## config.mk

```make
export PLATFORM = sky130hd
export DESIGN_NAME = udm_gpio_regs_flat
export DESIGN_NICKNAME = d
export VERILOG_FILES = /design/src/rtl/udm_gpio_regs_if.sv /design/src/rtl/udm_gpio_regs.sv /design/src/flat_wrapper.sv
export SDC_FILE = /design/constraint.sdc
export NUM_CORES = 1
export LEC_CHECK = 0
export ABC_AREA = 1
export ABC_CLOCK_PERIOD_IN_PS = 1450
export BUFFER_PORTS_ARGS = -buffer_cell sky130_fd_sc_hd__buf_2
export CAP_MARGIN = 20
export CORE_MARGIN = 1.5
export CORE_UTILIZATION = 51
export CTS_CLUSTER_DIAMETER = 40
export CTS_CLUSTER_SIZE = 30
export DETAILED_ROUTE_END_ITERATION = 8
export HOLD_SLACK_MARGIN = 0.12
export PLACE_DENSITY = 0.8
export SLEW_MARGIN = 20
export SYNTH_ARGS = -nofsm -noshare
export SYNTH_HDL_FRONTEND = slang
export SYNTH_SLANG_ARGS = --single-unit
```

## constraint.sdc

```tcl
create_clock -name clk_i -period 1.45 [get_ports clk_i]
set_input_delay 0.0725 -clock clk_i [delete_from_list [all_inputs] [get_ports clk_i]]
set_output_delay 0.0725 -clock clk_i [all_outputs]
set_load 0.02 [all_outputs]
```

## src/rtl/udm_gpio_regs_if.sv

```systemverilog
// UDM bus bundle between a bus master (udm_memsplit side) and a GPIO register slave.
interface udm_gpio_regs_if;
  // Handshake: a request is accepted in any cycle where bus_req_i and bus_ack_o are both high.
  // Writes complete at that edge with no response. Reads return bus_resp_o=1 with bus_rdata_bo
  // exactly one cycle later. There are no wait states, so reads may issue every cycle.
  logic        bus_req_i;
  logic        bus_we_i;
  logic [31:0] bus_addr_bi;
  logic [3:0]  bus_be_bi;
  logic [31:0] bus_wdata_bi;
  logic        bus_ack_o;
  logic        bus_resp_o;
  logic [31:0] bus_rdata_bo;

  modport master (
    output bus_req_i, bus_we_i, bus_addr_bi, bus_be_bi, bus_wdata_bi,
    input  bus_ack_o, bus_resp_o, bus_rdata_bo
  );

  modport slave (
    input  bus_req_i, bus_we_i, bus_addr_bi, bus_be_bi, bus_wdata_bi,
    output bus_ack_o, bus_resp_o, bus_rdata_bo
  );
endinterface

```

## src/rtl/udm_gpio_regs.sv

```systemverilog
// Memory-mapped GPIO slave: OUT registers, synchronised IN ports and sticky CHG registers.
// Define GPIO_IRQ_EN to add the IRQ_MASK register and the irq_o output.
module udm_gpio_regs #(
  parameter logic [31:0] BASE_ADDR = 32'h0000_0000,
  parameter int NUM_OUT = 1,
  parameter int NUM_IN  = 1,
  parameter int GPIO_W  = 16,
  parameter logic [GPIO_W-1:0] OUT_RST = '0
) (
  input  logic                      clk_i,
  input  logic                      rst_i,
  udm_gpio_regs_if.slave            bus,
  input  logic [NUM_IN*GPIO_W-1:0]  gpio_in_bi,
  output logic [NUM_OUT*GPIO_W-1:0] gpio_out_bo
`ifdef GPIO_IRQ_EN
  ,
  output logic                      irq_o
`endif
);

  typedef logic [GPIO_W-1:0] word_t;

  localparam logic [31:0] ID_VAL = {8'h47, 8'(NUM_OUT), 8'(NUM_IN), 8'(GPIO_W)};

  // Byte-lane merge of a bus write into a GPIO_W-wide register; bits above GPIO_W are dropped.
  function automatic word_t lane_merge(input word_t old_v, input logic [31:0] wd,
                                       input logic [3:0] be);
    logic [31:0] m;
    m = {{8{be[3]}}, {8{be[2]}}, {8{be[1]}}, {8{be[0]}}};
    return word_t'((32'(old_v) & ~m) | (wd & m));
  endfunction

  logic [7:0]  off;
  logic [3:0]  idx;
  logic [1:0]  region;
  logic        hit;
  logic        wr_acc;
  logic        rd_acc;
  logic [31:0] clr_mask;
  logic [31:0] rd_word;
  logic [1:0]  unused_addr_bits;

  word_t out_q   [NUM_OUT];
  word_t out_d   [NUM_OUT];
  word_t sync1_q [NUM_IN];
  word_t sync2_q [NUM_IN];
  word_t prev_q  [NUM_IN];
  word_t chg_q   [NUM_IN];
  word_t chg_d   [NUM_IN];

  logic [1:0]  settle_q, settle_d;
  logic        settled;
  logic        resp_q, resp_d;
  logic [31:0] rdata_q, rdata_d;

`ifdef GPIO_IRQ_EN
  word_t mask_q, mask_d;
  logic  irq_q, irq_d;
`endif

  assign off              = bus.bus_addr_bi[7:0];
  assign idx              = off[5:2];
  assign region           = off[7:6];
  assign unused_addr_bits = bus.bus_addr_bi[1:0];
  assign hit              = (bus.bus_addr_bi[31:8] == BASE_ADDR[31:8]);
  assign bus.bus_ack_o    = bus.bus_req_i & hit;
  assign wr_acc           = bus.bus_ack_o & bus.bus_we_i;
  assign rd_acc           = bus.bus_ack_o & ~bus.bus_we_i;
  assign clr_mask         = bus.bus_wdata_bi & {{8{bus.bus_be_bi[3]}}, {8{bus.bus_be_bi[2]}},
                                                {8{bus.bus_be_bi[1]}}, {8{bus.bus_be_bi[0]}}};
  assign settled          = (settle_q == 2'd3);

  assign bus.bus_resp_o   = resp_q;
  assign bus.bus_rdata_bo = rdata_q;

  always_comb begin
    for (int i = 0; i < NUM_OUT; i++) begin
      gpio_out_bo[i*GPIO_W +: GPIO_W] = out_q[i];
    end
  end

  // Register updates: OUT writes, CHG clear-then-set so a same-cycle change beats the clear.
  always_comb begin
    settle_d = settled ? settle_q : settle_q + 2'd1;
    for (int i = 0; i < NUM_OUT; i++) begin
      out_d[i] = out_q[i];
      if (wr_acc && region == 2'd0 && idx == 4'(i)) begin
        out_d[i] = lane_merge(out_q[i], bus.bus_wdata_bi, bus.bus_be_bi);
      end
    end
    for (int i = 0; i < NUM_IN; i++) begin
      chg_d[i] = chg_q[i];
      if (wr_acc && region == 2'd2 && idx == 4'(i)) begin
        chg_d[i] = chg_d[i] & ~word_t'(clr_mask);
      end
      if (settled) begin
        chg_d[i] = chg_d[i] | (sync2_q[i] ^ prev_q[i]);
      end
    end
  end

  // Read mux samples pre-edge register values; unmapped slots read as zero.
  always_comb begin
    rd_word = '0;
    case (region)
      2'd0: for (int i = 0; i < NUM_OUT; i++) if (idx == 4'(i)) rd_word = 32'(out_q[i]);
      2'd1: for (int i = 0; i < NUM_IN; i++)  if (idx == 4'(i)) rd_word = 32'(sync2_q[i]);
      2'd2: for (int i = 0; i < NUM_IN; i++)  if (idx == 4'(i)) rd_word = 32'(chg_q[i]);
      default: begin
        if (off == 8'hFC) rd_word = ID_VAL;
`ifdef GPIO_IRQ_EN
        if (off == 8'hC0) rd_word = 32'(mask_q);
`endif
      end
    endcase
    resp_d  = rd_acc;
    rdata_d = rd_acc ? rd_word : 32'h0;
  end

`ifdef GPIO_IRQ_EN
  always_comb begin
    mask_d = mask_q;
    if (wr_acc && off == 8'hC0) begin
      mask_d = lane_merge(mask_q, bus.bus_wdata_bi, bus.bus_be_bi);
    end
    irq_d = 1'b0;
    for (int i = 0; i < NUM_IN; i++) begin
      irq_d = irq_d | (|(chg_q[i] & mask_q));
    end
  end

  assign irq_o = irq_q;
`endif

  always_ff @(posedge clk_i) begin
    if (rst_i) begin
      for (int i = 0; i < NUM_OUT; i++) out_q[i] <= OUT_RST;
      for (int i = 0; i < NUM_IN; i++) begin
        sync1_q[i] <= '0;
        sync2_q[i] <= '0;
        prev_q[i]  <= '0;
        chg_q[i]   <= '0;
      end
      settle_q <= 2'd0;
      resp_q   <= 1'b0;
      rdata_q  <= 32'h0;
`ifdef GPIO_IRQ_EN
      mask_q   <= '0;
      irq_q    <= 1'b0;
`endif
    end else begin
      for (int i = 0; i < NUM_OUT; i++) out_q[i] <= out_d[i];
      for (int i = 0; i < NUM_IN; i++) begin
        sync1_q[i] <= gpio_in_bi[i*GPIO_W +: GPIO_W];
        sync2_q[i] <= sync1_q[i];
        prev_q[i]  <= sync2_q[i];
        chg_q[i]   <= chg_d[i];
      end
      settle_q <= settle_d;
      resp_q   <= resp_d;
      rdata_q  <= rdata_d;
`ifdef GPIO_IRQ_EN
      mask_q   <= mask_d;
      irq_q    <= irq_d;
`endif
    end
  end

endmodule
```

## src/flat_wrapper.sv

```systemverilog
// flat-port wrapper written by rule: the top's interface ports become plain ports
module udm_gpio_regs_flat 
#(
  parameter logic [31:0] BASE_ADDR = 32'h0000_0000,
  parameter int NUM_OUT = 1,
  parameter int NUM_IN  = 1,
  parameter int GPIO_W  = 16,
  parameter logic [GPIO_W-1:0] OUT_RST = '0
)
  (clk_i, rst_i, gpio_in_bi, gpio_out_bo, bus_bus_req_i, bus_bus_we_i, bus_bus_addr_bi, bus_bus_be_bi, bus_bus_wdata_bi, bus_bus_ack_o, bus_bus_resp_o, bus_bus_rdata_bo);
  udm_gpio_regs_if bus_i ();
  input  logic clk_i;
  input  logic rst_i;
  input  logic [NUM_IN*GPIO_W-1:0] gpio_in_bi;
  output logic [NUM_OUT*GPIO_W-1:0] gpio_out_bo;
  input wire logic [$bits(bus_i.bus_req_i)-1:0] bus_bus_req_i;
  input wire logic [$bits(bus_i.bus_we_i)-1:0] bus_bus_we_i;
  input wire logic [$bits(bus_i.bus_addr_bi)-1:0] bus_bus_addr_bi;
  input wire logic [$bits(bus_i.bus_be_bi)-1:0] bus_bus_be_bi;
  input wire logic [$bits(bus_i.bus_wdata_bi)-1:0] bus_bus_wdata_bi;
  output wire logic [$bits(bus_i.bus_ack_o)-1:0] bus_bus_ack_o;
  output wire logic [$bits(bus_i.bus_resp_o)-1:0] bus_bus_resp_o;
  output wire logic [$bits(bus_i.bus_rdata_bo)-1:0] bus_bus_rdata_bo;
  assign bus_i.bus_req_i = bus_bus_req_i;
  assign bus_i.bus_we_i = bus_bus_we_i;
  assign bus_i.bus_addr_bi = bus_bus_addr_bi;
  assign bus_i.bus_be_bi = bus_bus_be_bi;
  assign bus_i.bus_wdata_bi = bus_bus_wdata_bi;
  assign bus_bus_ack_o = bus_i.bus_ack_o;
  assign bus_bus_resp_o = bus_i.bus_resp_o;
  assign bus_bus_rdata_bo = bus_i.bus_rdata_bo;
  udm_gpio_regs #(.BASE_ADDR(BASE_ADDR), .NUM_OUT(NUM_OUT), .NUM_IN(NUM_IN), .GPIO_W(GPIO_W), .OUT_RST(OUT_RST)) u_core (.clk_i(clk_i), .rst_i(rst_i), .bus(bus_i), .gpio_in_bi(gpio_in_bi), .gpio_out_bo(gpio_out_bo));
endmodule
```

# == After elaboration in Yosys (flattened, before gate mapping) ==
# Memories as Yosys holds them, arrays and structs flattened.
# Index checks and enable logic that the tools add are counted.
# word_totals
register_bits,35
ramBits,80
in_bits,88
out_inout_bits,50
wordCells,60
n_memories,5
# classes
n_addsub,1
eq_ne,4
mux,21
bitwise_logic,13
reduce_logical,13
# mem_list
memory,words,word_bits,rd,rd_clocked_by_memory_dff,write_ports,line,rtl
u_core.chg_q,1,16,1,0,1,udm_gpio_regs.sv:48,word_t chg_q [NUM_IN];
u_core.out_q,1,16,1,0,1,udm_gpio_regs.sv:43,word_t out_q [NUM_OUT];
u_core.prev_q,1,16,1,0,1,udm_gpio_regs.sv:47,word_t prev_q [NUM_IN];
u_core.sync1_q,1,16,1,0,1,udm_gpio_regs.sv:45,word_t sync1_q [NUM_IN];
u_core.sync2_q,1,16,1,0,1,udm_gpio_regs.sv:46,word_t sync2_q [NUM_IN];
# ops
cell,n
two-way mux 16 bit,11
case mux 32 bit (3 select lines),1
OR reduction 16 bit,5
AND 16 bit,3
NOT 16 bit,2
bitwise OR 16 bit,2
two-way mux 31 bit,1
logical NOT 24 bit,1
bitwise XOR 16 bit,1
"equality test 8 bit, second input constant",1
two-way mux 1 bit,8
"equality test 2 bit, second input constant",2
logical AND 1 bit,4
logical NOT 4 bit,1
AND 1 bit,3
"adder 2 x 1 -> 2 bit, second input constant",1
"equality test 2 x 1 -> 1 bit, second input constant",1
logical NOT 2 bit,1
NOT 1 bit,2
OR reduction 2 bit,1

# == Logic depth before layout (Yosys ltp) ==
# depth
depth_word,9
mapped_depth,9
mapped_depth_nobuf,9

# == Worst setup path before layout ==
# OpenSTA, ideal clock, no wires.
# synth_timing
path_kind,input to register
start,input bus_bus_addr_bi[29]
end,register u_core.rdata_q[10] (netlist: u_core.bus.bus_rdata_bo[10])
setup_time_ns,0.064
t_arrival_ns,1.249
t_required_ns,1.386
path_slack_ns,0.137
cell_stages,7
path_buffers,1
path_cell_list,or2_2 -> nor3_1 -> nand3_1 -> nor2_2 -> nand2_2 -> buf_6 -> nor2_1
# synth_between
elab_chain_cells,5
# synth_lines
element,line,rtl
start: declaration,flat_wrapper.sv:18,input wire logic [$bits(bus_i.bus_addr_bi)-1:0] bus_bus_addr_bi;
logical NOT 24 bit,udm_gpio_regs.sv:65,assign hit = (bus.bus_addr_bi[31:8] == BASE_ADDR[31:8]);
AND 1 bit,udm_gpio_regs.sv:66,assign bus.bus_ack_o = bus.bus_req_i & hit;
named net bus_bus_ack_o,flat_wrapper.sv:21,output wire logic [$bits(bus_i.bus_ack_o)-1:0] bus_bus_ack_o;
AND 1 bit,udm_gpio_regs.sv:68,assign rd_acc = bus.bus_ack_o & ~bus.bus_we_i;
NOT 1 bit (no source line),n/a,
OR reduction 2 bit (no source line),n/a,
end signal: assignment,udm_gpio_regs.sv:161,rdata_q <= rdata_d;
end: declaration,udm_gpio_regs.sv:54,"logic [31:0] rdata_q, rdata_d;"
# The timed path passes the listed nets, and every way through them passes these cells.
# A chain may end at the register's enable or synchronous reset.

# == Worst setup path in the final report ==
# layout_timing
start,register u_core.settle_q[0]
end,memory u_core.chg_q[0][8] in the netlist's numbering
# layout_between
elab_chain_cells,3
# layout_lines
element,line,rtl
start: declaration,udm_gpio_regs.sv:51,"logic [1:0] settle_q, settle_d;"
start signal: assignment,udm_gpio_regs.sv:159,settle_q <= settle_d;
equality test 2 bit,udm_gpio_regs.sv:71,assign settled = (settle_q == 2'd3);
two-way mux 16 bit,udm_gpio_regs.sv:96,if (settled) begin
two-way mux 16 bit (no source line),n/a,
end: declaration,udm_gpio_regs.sv:48,
# Every way passes these cells.

==> flow_metrics.env <==
export IMPL_place_hpwl_um=6704
export IMPL_whs_ns=0.1212
export IMPL_cap_violations=0
export IMPL_overflow=0
export IMPL_clockRootBuffer="clkbuf_8"
export IMPL_route_detailed_drc=0
export IMPL_worstSetupEndpointType="flop"
export IMPL_worst_path_max_fanout=16
export IMPL_fp_row_count=33
export IMPL_worstSkewPairLatency_ns=0.37
export IMPL_ys_types=29
export IMPL_rsz0062_at_grt="false"
export IMPL_synth_area_top_cells="dfxtp_1, nor2_1, inv_1"
export IMPL_cts_sinks=100
export IMPL_start_util=0.5228
export IMPL_cp_data_arrival_time_ns=1.61
export IMPL_slew_headroom=0.5976
export IMPL_reg2reg_to="u_core.chg_q[0][8]$_SDFF_PP0_"
export IMPL_nets=827
export IMPL_r2r_slack_ns=0.14
export IMPL_path_cells="ha_2 -> clkinv_1 -> buf_4 -> a21oi_1 -> o21ai_0 -> a21oi_1"
export IMPL_yosys_warnings=0
export IMPL_placement_cell_area_sq_um=4846
export IMPL_grt_pass1_vias=3738
export IMPL_reg2reg_from="u_core.settle_q[0]$_SDFFE_PP0P_"
export IMPL_grt_max_degree=67
export IMPL_p_total_mw=5.280
export IMPL_final_area_sq_um=5431
export IMPL_routed_via_count=4112
export IMPL_fin_skew_ns=0.01199
export IMPL_min_to="u_core.bus.bus_rdata_bo[26]$_SDFF_PP0_"
export IMPL_io_buffers=108
export IMPL_netlist_area_sq_um=4253
export IMPL_outcome="completed"
export IMPL_yosysSeqAreaShare=0.4707
export IMPL_finalWirelength_um=9917
export IMPL_irDropWorstVdd_v=0.0005761
export IMPL_critPathBufInv=2
export IMPL_leakage_nw=2.603
export IMPL_synth_largest_area_cell="dfxtp_1"
export IMPL_dieArea_sq_um=8895
export IMPL_viasPerCell=4.849
export IMPL_syn_area_per_cell_sq_um=7.065
export IMPL_die_w_um=94.32
export IMPL_grt_usage=0.2290
export IMPL_netlist_instances=602
export IMPL_core_area_sq_um=8134
export IMPL_cp_slowest_stage_delay_ns=0.36
export IMPL_cts_made_buffers=9
export IMPL_holdPathStages=5
export IMPL_hold_start="bus_bus_addr_bi[4]"
export IMPL_utilization=0.6677
export IMPL_gp_congestion=0.8906
export IMPL_cts_tree="built"
export IMPL_setup_viol=0
export IMPL_first_iter_violations=281
export IMPL_cpMaxStageDelayCell="dfxtp_1"
export IMPL_fmaxAchievable_mhz=760.8
export IMPL_critPathTopFamily="compound AO/OA/AOI/OAI gates"
export IMPL_worstRegToRegCells=6
export IMPL_cts_buffer_depth=2
export IMPL_crit_top_cell="a21oi_1"
export IMPL_ys_ff_latch=100
export IMPL_worst_hold_path_type="in2reg"
export IMPL_drive_gt1_frac=0.2032
export IMPL_die_height_um=94.32
export IMPL_grt_pass1_wl_um=16120
export IMPL_p_per_area_nw_per_um2=972.1
export IMPL_worstPathRequired_ns=1.75
export IMPL_top_level_ports=138
export IMPL_slew_violations=0
export IMPL_post_route_period_util=0.9065
export IMPL_worstMarginPinSlew_ns=0.6036
export IMPL_grt_antenna_before_repair=0
export IMPL_crit_type="reg2reg"
export IMPL_ant_nets=0
export IMPL_syn2layout_area_growth_pct=27.71
export IMPL_path_clk_slew_ns=0.10
export IMPL_synth_top_cell_area_share=0.4707
export IMPL_finalHoldViolations=0
export IMPL_start_kind="flop"
export IMPL_first_pass_iters=5
export IMPL_h_tree_depth=3
export IMPL_wl_per_cell_um=11.69
export IMPL_timing_final_crit_period_ns=1.314
export IMPL_diodes=0
## cell type report
cell class	count	area, sq um
Clock inverter	7	88.84
Inverter	103	386.6
Clock buffer	9	123.9
Sequential cell	100	2002
Multi-Input combinational cell	366	1665
Timing Repair Buffer	158	1033
Tap cell	105	131.4
Fill cell	694	2703
## tightest hold or removal path: stages
cell	delay, ns
buf_2	0.11
nand4_1	0.08
nor4_1	0.04
inv_1	0.09
nor2_1	0.05
## Yosys cell counts (all sizes together)
library cell / count
conb: 1
nand3: 35
clkbuf: 18
clkinv: 1
inv: 102
buf: 25
nor4: 2
nor3: 13
or2: 5
nand4: 20
o21ai: 36
nand2: 92
ha: 1
nor2: 108
xor2: 1
o211ai: 6
dfxtp: 100
a21oi: 36
## repair_timing
item                                    in CTS  in global routing
setup buffers                                0                  0
endpoints found under the hold margin       38                  0
resized for setup                            0                  1
endpoints found under the setup margin       0                  1
hold buffers                                37                  0
## layout by cell type, fill, tap and decap left out, drive strengths merged
cell type / n
buf: 121
nor4: 2
clkbuf: 9
clkinvlp: 1
conb: 11
ha: 1
or2: 5
dfxtp: 100
nor3: 13
bufinv: 1
nor2: 108
nand4: 20
dlygate4sd3: 37
inv: 106
o21ai: 36
clkinv: 2
a21oi: 36
nand3: 35
o211ai: 6
xor2: 1
nand2: 92
## per-stage QoR
stage,setup slack [ns],std cells,TNS (ns)
2_1_floorplan,0.1370,612,0
3_3_place_gp,0.04172,795,0
3_5_place_dp,-0.02523,795,-0.05522
4_1_cts,0.1034,848,0
5_1_grt,0.02114,848,0
6_report,0.1356,848,0
## cell families after synthesis
kind of cell	after synthesis	synth area share
simple gates	275	0.2786
buf+inv	146	0.1471
flops	100	0.4707
compound gates	78	0.09767
xor+xnor	1	0.002060
fa+ha+maj	1	0.002942
other cells	1	0.0008818
## layer usage
| layer | track usage | up-vias | part of all wire |
|---|---|---|---|
| met5 | 0 | - | 0 |
| met4 | 0.1231 | 0 | 0.030 |
| met3 | 0.05178 | 36 | 0.073 |
| met2 | 0.3699 | 185 | 0.46 |
| met1 | 0.2834 | 1781 | 0.44 |
| li1 | - | 2110 | - |
## worst max-delay path by stage
stage                                         start                                endpoint  cells past startpoint
global placement                 bus_bus_addr_bi[9]                                    flop                     10
detailed placement               bus_bus_addr_bi[9]                                    flop                     10
CTS                 u_core.settle_q[0]$_SDFFE_PP0P_           u_core.chg_q[0][8]$_SDFF_PP0_                      6
floorplan                       bus_bus_addr_bi[29]  u_core.bus.bus_rdata_bo[10]$_SDFF_PP0_                      7
finish              u_core.settle_q[0]$_SDFFE_PP0P_           u_core.chg_q[0][8]$_SDFF_PP0_                      6
global route        u_core.settle_q[0]$_SDFFE_PP0P_           u_core.chg_q[0][8]$_SDFF_PP0_                      6
## power breakdown
part           switching [mW]  internal (mW)
combinational           0.303          0.240
sequential             0.0363           2.82
clock                    1.03          0.843
total                    1.37           3.91
(Power assumes the default switching activity.)
